File: src/rtl/vga_draw_scheduler_pkg.sv
// Shared state encoding and datapath-select constants for vga_draw_scheduler.
package draw_sched_pkg;

  typedef enum logic [1:0] {
    ST_IDLE = 2'd0,
    ST_DRAW = 2'd1,
    ST_DONE = 2'd2
  } state_e;

  localparam logic SEL_SELF  = 1'b0;
  localparam logic SEL_ENEMY = 1'b1;

endpackage

File: src/rtl/vga_draw_scheduler_scan.sv
// pixel_scan_counter: x-major sprite scan; clear forces (0,0), enable advances
// one pixel and wraps back to (0,0) after the last pixel.
module pixel_scan_counter
  import draw_sched_pkg::*;
#(
  parameter int unsigned SPRITE_W = 4,
  parameter int unsigned SPRITE_H = 4
) (
  input  logic       clk,
  input  logic       resetn,
  input  logic       clear,
  input  logic       enable,
  output logic [3:0] offset_x,
  output logic [3:0] offset_y,
  output logic       last
);

  localparam logic [3:0] X_MAX = 4'(SPRITE_W - 1);
  localparam logic [3:0] Y_MAX = 4'(SPRITE_H - 1);

  logic [3:0] x_q, x_d;
  logic [3:0] y_q, y_d;
  logic       x_wrap;
  logic       y_wrap;

  assign x_wrap = (x_q == X_MAX);
  assign y_wrap = (y_q == Y_MAX);

  always_comb begin
    x_d = x_q;
    y_d = y_q;
    if (clear) begin
      x_d = '0;
      y_d = '0;
    end else if (enable) begin
      x_d = x_wrap ? '0 : x_q + 4'd1;
      if (x_wrap) begin
        y_d = y_wrap ? '0 : y_q + 4'd1;
      end
    end
  end

  always_ff @(posedge clk or negedge resetn) begin
    if (!resetn) begin
      x_q <= '0;
      y_q <= '0;
    end else begin
      x_q <= x_d;
      y_q <= y_d;
    end
  end

  assign offset_x = x_q;
  assign offset_y = y_q;
  assign last     = x_wrap && y_wrap;

endmodule

File: src/rtl/vga_draw_scheduler.sv
// Round-robin sprite draw scheduler for two datapaths (self / enemy).
// Optional macro VGA_DRAW_ERASE_EN adds an erase scan pass before each draw pass.
module vga_draw_scheduler
  import draw_sched_pkg::*;
#(
  parameter int unsigned SPRITE_W = 4,
  parameter int unsigned SPRITE_H = 4
) (
  input  logic       clk,
  input  logic       resetn,
  input  logic       frame_tick,
  input  logic       req_self,
  input  logic       req_enemy,
  output logic       datapath_select,
  output logic       gnt_self,
  output logic       gnt_enemy,
  output logic [3:0] offset_x,
  output logic [3:0] offset_y,
  output logic       plot,
  output logic       erase,
  output logic       done_self,
  output logic       done_enemy,
  output logic       busy,
  output logic       frame_overrun
);

  state_e state_q, state_d;
  logic   sel_q, sel_d;
  logic   gnt_self_q, gnt_self_d;
  logic   gnt_enemy_q, gnt_enemy_d;
  logic   plot_q, plot_d;
  logic   done_self_q, done_self_d;
  logic   done_enemy_q, done_enemy_d;
  logic   busy_q, busy_d;
  logic   overrun_q, overrun_d;
  logic   served_self_q, served_self_d;
  logic   served_enemy_q, served_enemy_d;
  logic   last_served_q, last_served_d;

  logic   elig_self;
  logic   elig_enemy;
  logic   grant_sel;
  logic   scan_clear;
  logic   scan_en;
  logic   scan_last;
  logic   final_pass;

  assign elig_self  = req_self  && !served_self_q;
  assign elig_enemy = req_enemy && !served_enemy_q;
  // On a tie the requester that was not served last wins.
  assign grant_sel  = (elig_enemy && (!elig_self || last_served_q == SEL_SELF))
                      ? SEL_ENEMY : SEL_SELF;

  assign scan_clear = (state_q != ST_DRAW);
  assign scan_en    = (state_q == ST_DRAW);

  pixel_scan_counter #(
    .SPRITE_W (SPRITE_W),
    .SPRITE_H (SPRITE_H)
  ) u_scan (
    .clk      (clk),
    .resetn   (resetn),
    .clear    (scan_clear),
    .enable   (scan_en),
    .offset_x (offset_x),
    .offset_y (offset_y),
    .last     (scan_last)
  );

`ifdef VGA_DRAW_ERASE_EN
  logic pass_q, pass_d;
  logic erase_q, erase_d;

  // pass 0 erases, pass 1 draws; the counter wraps to (0,0) between passes.
  always_comb begin
    pass_d = 1'b0;
    if (state_q == ST_DRAW) begin
      pass_d = scan_last ? ~pass_q : pass_q;
    end
    erase_d = (state_d == ST_DRAW) && !pass_d;
  end

  always_ff @(posedge clk or negedge resetn) begin
    if (!resetn) begin
      pass_q  <= 1'b0;
      erase_q <= 1'b0;
    end else begin
      pass_q  <= pass_d;
      erase_q <= erase_d;
    end
  end

  assign final_pass = pass_q;
  assign erase      = erase_q;
`else
  assign final_pass = 1'b1;
  assign erase      = 1'b0;
`endif

  always_ff @(posedge clk or negedge resetn) begin
    if (!resetn) begin
      state_q        <= ST_IDLE;
      sel_q          <= SEL_SELF;
      gnt_self_q     <= 1'b0;
      gnt_enemy_q    <= 1'b0;
      plot_q         <= 1'b0;
      done_self_q    <= 1'b0;
      done_enemy_q   <= 1'b0;
      busy_q         <= 1'b0;
      overrun_q      <= 1'b0;
      served_self_q  <= 1'b0;
      served_enemy_q <= 1'b0;
      last_served_q  <= SEL_ENEMY;
    end else begin
      state_q        <= state_d;
      sel_q          <= sel_d;
      gnt_self_q     <= gnt_self_d;
      gnt_enemy_q    <= gnt_enemy_d;
      plot_q         <= plot_d;
      done_self_q    <= done_self_d;
      done_enemy_q   <= done_enemy_d;
      busy_q         <= busy_d;
      overrun_q      <= overrun_d;
      served_self_q  <= served_self_d;
      served_enemy_q <= served_enemy_d;
      last_served_q  <= last_served_d;
    end
  end

  always_comb begin
    state_d = state_q;
    case (state_q)
      ST_IDLE: if (elig_self || elig_enemy) state_d = ST_DRAW;
      ST_DRAW: if (scan_last && final_pass) state_d = ST_DONE;
      ST_DONE: state_d = ST_IDLE;
      default: state_d = ST_IDLE;
    endcase
  end

  always_comb begin
    sel_d        = (state_q == ST_IDLE && state_d == ST_DRAW) ? grant_sel : sel_q;
    plot_d       = (state_d == ST_DRAW);
    gnt_self_d   = plot_d && (sel_d == SEL_SELF);
    gnt_enemy_d  = plot_d && (sel_d == SEL_ENEMY);
    busy_d       = (state_d != ST_IDLE);
    done_self_d  = (state_d == ST_DONE) && (sel_q == SEL_SELF);
    done_enemy_d = (state_d == ST_DONE) && (sel_q == SEL_ENEMY);
    overrun_d    = overrun_q || (frame_tick && (elig_self || elig_enemy));

    served_self_d  = served_self_q;
    served_enemy_d = served_enemy_q;
    last_served_d  = last_served_q;
    // Served is set while leaving DONE so a coincident frame_tick clear wins.
    if (state_q == ST_DONE) begin
      last_served_d = sel_q;
      if (sel_q == SEL_SELF) served_self_d  = 1'b1;
      else                   served_enemy_d = 1'b1;
    end
    if (frame_tick) begin
      served_self_d  = 1'b0;
      served_enemy_d = 1'b0;
    end
  end

  assign datapath_select = sel_q;
  assign gnt_self        = gnt_self_q;
  assign gnt_enemy       = gnt_enemy_q;
  assign plot            = plot_q;
  assign done_self       = done_self_q;
  assign done_enemy      = done_enemy_q;
  assign busy            = busy_q;
  assign frame_overrun   = overrun_q;

endmodule

File: config.mk
export PLATFORM = sky130hd
export DESIGN_NAME = vga_draw_scheduler
export DESIGN_NICKNAME = d
export VERILOG_FILES = /design/src/rtl/vga_draw_scheduler_pkg.sv /design/src/rtl/vga_draw_scheduler_scan.sv /design/src/rtl/vga_draw_scheduler.sv
export SDC_FILE = /design/constraint.sdc
export NUM_CORES = 1
export LEC_CHECK = 0
export ABC_AREA = 0
export CAP_MARGIN = 10
export CORE_MARGIN = 8
export CORE_UTILIZATION = 45
export CTS_BUF_LIST = sky130_fd_sc_hd__clkbuf_8
export DETAILED_ROUTE_END_ITERATION = 6
export GPL_ROUTABILITY_DRIVEN = 0
export PLACE_DENSITY_LB_ADDON = 0.25
export SETUP_SLACK_MARGIN = 0.05
export SYNTH_ARGS = -nofsm -noshare
export SYNTH_HDL_FRONTEND = slang
export SYNTH_SLANG_ARGS = --single-unit
File: constraint.sdc
create_clock -name clk -period 2.1 [get_ports clk]
set_clock_uncertainty 0.2 [all_clocks]
set_input_delay 0.42 -clock clk [delete_from_list [all_inputs] [get_ports clk]]
set_output_delay 0.42 -clock clk [all_outputs]
set_load 0.02 [all_outputs]
==> results of run 1 <==
## Yosys cell counts (2+ instances only)
cell,count
nor2b_1,2
a21oi_1,4
buf_4,2
xor2_1,2
and2_1,3
o21ai_2,2
nand2_1,6
dfrtp_1,20
nand2b_1,3
ha_1,2
nor2_1,12
## path summary, 6_finish.rpt
check | start | endpoint | slack [ns] | cells after the start
setup / recovery | datapath_select$_DFF_PN0_ | datapath_select | 0.11 | 1
hold / removal | frame_overrun$_DFF_PN0_ | frame_overrun$_DFF_PN0_ | 0.27 | 1
setup reg to reg | u_scan.offset_x[0]$_DFF_PN0_ | gnt_self$_DFF_PN0_ | 0.27 | 5
hold reg to reg | frame_overrun$_DFF_PN0_ | frame_overrun$_DFF_PN0_ | 0.27 | 1
max in group asynchronous | resetn | last_served_q$_DFFE_PN1P_ | 1.14 | 2
min in group asynchronous | resetn | frame_overrun$_DFF_PN0_ | 0.30 | 2
## worst register-to-register path: stages (launching register included)
cell and delay (ns):
dfrtp_1 0.42, ha_1 0.24, nor3b_2 0.19, and3_2 0.24
or3_1 0.31, a21oi_1 0.15
## per-layer routing
metal	GRT usage	wire length, um
met1	0.1072	742
met3	0.03178	109
met5	0	0
met2	0.1723	778
met4	0.03987	10
## registers in the layout, summed over array words and instances, names as in the netlist
register / count
frame_overrun: 1
u_scan.offset_x: 4
served_enemy_q: 1
done_enemy: 1
plot: 1
served_self_q: 1
busy: 1
datapath_select: 1
u_scan.offset_y: 4
last_served_q: 1
done_self: 1
state_q: 2
gnt_enemy: 1
gnt_self: 1
## cells by family (layout without fill, tap and decap cells)
family | after synthesis | count (layout) | synth area share
fa+ha+maj | 2 | 2 | 0.02816
other cells | 1 | 1 | 0.004221
simple gates | 36 | 36 | 0.2225
xor+xnor | 3 | 3 | 0.02958
mux | 1 | 1 | 0.01268
flops | 21 | 21 | 0.5930
compound gates | 12 | 12 | 0.08874
buf+inv | 3 | 26 | 0.02112
## area by class of cell
class	instances	area share
tap	27	0.02909
timing repair buffer	21	0.1789
clock inverter	1	0.004310
inverter	1	0.003233
clock buffer	3	0.03556
multi-input combinational	55	0.2953
sequential	21	0.4537
## through the flow
stage | util | setup slack [ns]
2_1_floorplan | - | 0.2797
3_3_place_gp | 0.5862 | 0.1435
3_5_place_dp | 0.5862 | 0.1172
4_1_cts | 0.6105 | 0.09800
5_1_grt | 0.6105 | 0.05412
6_report | 0.6105 | 0.1081
## power by group
part	switching (mW)	internal (mW)	leakage [nW]
clock network	0.123	0.132	0.0255
logic	0.333	0.313	0.231
registers	0.101	0.521	0.257
==> results.md, run 1 <==
- HPWL reported at the end of detailed placement: 1280 um
- Num CTS Buffers: 3
- Min-delay worst type: reg2reg
- Global-route wire length before repair: 2732 um
- CP Max Fanout: 8
- Multi-input logic area: 342.8 um2
- Share of the synthesized area in the top cell type: 0.5634
- Clock Latency Late Sink: 0.25 ns
- Sequential fraction of the synthesis area: 0.5930
- Final net count: 110
- Synthesized area per cell: 11.24 um2
- Top FF cell, synth: dfrtp_1
- CP delay by family, top: buffers and inverters
- Via-to-Cell Ratio: 4.806
- GRT Overall Usage: 0.09843
- Detailed Route Iter0 Violations: 5
- Initial antenna violation count: 0
- Wire per inst: 12.71 um
- RSZ-0062 raised after global routing: false
- Post-DRT Antenna Nets: 0
- Setup bufs post-CTS: 0
- Fmax: 0.5020 GHz
- I/O pin count: 22
- Worst setup path category: reg2out
- Non-filler cells, final: 129
- FFs w/ async S/R, synth: 1.000
- Slowest stage delay, CP: 0.65 ns
- CP Data Required Time: 1.48 ns
- Htree depth: 1
- Final Cycle Share: 0.9485
- Post-cts hold buffer count: 0
- Number of remaining DRC errors: 0
- Std-Cell Rows: 16
- Clock transition at path regs: 0.07 ns
- Pleak: 0.5125 nW
- Syn Nets: 86
- Synth unique cells: 32
- WP buf/inv: 1
- Number of synthesized flops with an enable pin: 0
- Sequential cell area: 526.8 um2
- Vias in the first global route: 625
- Sink Count: 21
- Minimum clock period: 1.992 ns
- Fin area: 0.001161 mm2
- Core area: 0.001902 mm2
- Cells after synthesis: 79
- Longest Clk Path Bufs: 2
- Largest net degree at the start of global routing: 22
- Crit-path cells: clkdlybuf4s50_1
- Power after layout: 1.522 mW
- Area contributors post-synth: dfrtp_1 56%, nor2_1 5.1%, dfstp_2 3.0%
- Placed cells: 125
- Flops & latches, synth: 21
- Layout cells sized above 1: 0.1373
- Critical Path Slowest Stage Cell: clkdlybuf4s50_1
- Critical Path End Type: output port
- Initial Util: 0.4671
- Via count: 620
- Die Width: 60.43 um
- Placed Area: 0.001115 mm2
- Final setup violation count: 0
- Root buffer cell: clkbuf_8
- Min Hold Slack: 0.2740 ns
- Die Y: 60.43 um
- Status: complete, no violations
- Max IR drop VDD: 520.8 uV
- Antenna cells: 0
- Yosys top cell by area: dfrtp_1
- Synth Warn #: 0
- Resize count post-CTS: 0
- Fin. Hold Viols: 0
- CTS tree: yes
- Power per standard cell area: 1311 mW/mm2
- Area Growth Syn to Fin: 30.70%
- Arr. time, crit path: 1.37 ns
- Die area: 0.003652 mm2
- PortBufs: 20
- Mapped Area: 888.4 um2
- Leading cell types in the layout, fill and taps excluded: 20 x dfrtp_1, 20 x clkdlybuf4s50_1, 12 x nor2_1
- Max_cap viols: 0
- # fillers: 164
- DR pass1 iterations: 4
- Count of pins over their slew limit: 0
- Final global-route overflow total: 0
- Critical path startpoint category: register
- Drt total wl: 1640 um
- Setup tns final: 0 ns
No activity file was read; power rests on OpenSTA's default activity.
==> inputs of run 2 (changes only) <==
--- a/config.mk
+++ b/config.mk
@@ -10,6 +10,8 @@
 export CORE_MARGIN = 8
 export CORE_UTILIZATION = 45
 export CTS_BUF_LIST = sky130_fd_sc_hd__clkbuf_8
+export CTS_CLUSTER_DIAMETER = 150
+export CTS_CLUSTER_SIZE = 20
 export DETAILED_ROUTE_END_ITERATION = 6
 export GPL_ROUTABILITY_DRIVEN = 0
 export PLACE_DENSITY_LB_ADDON = 0.25
==> results of run 2 <==
Same layout as run 1: the final DEF is identical, and so are final timing and power.
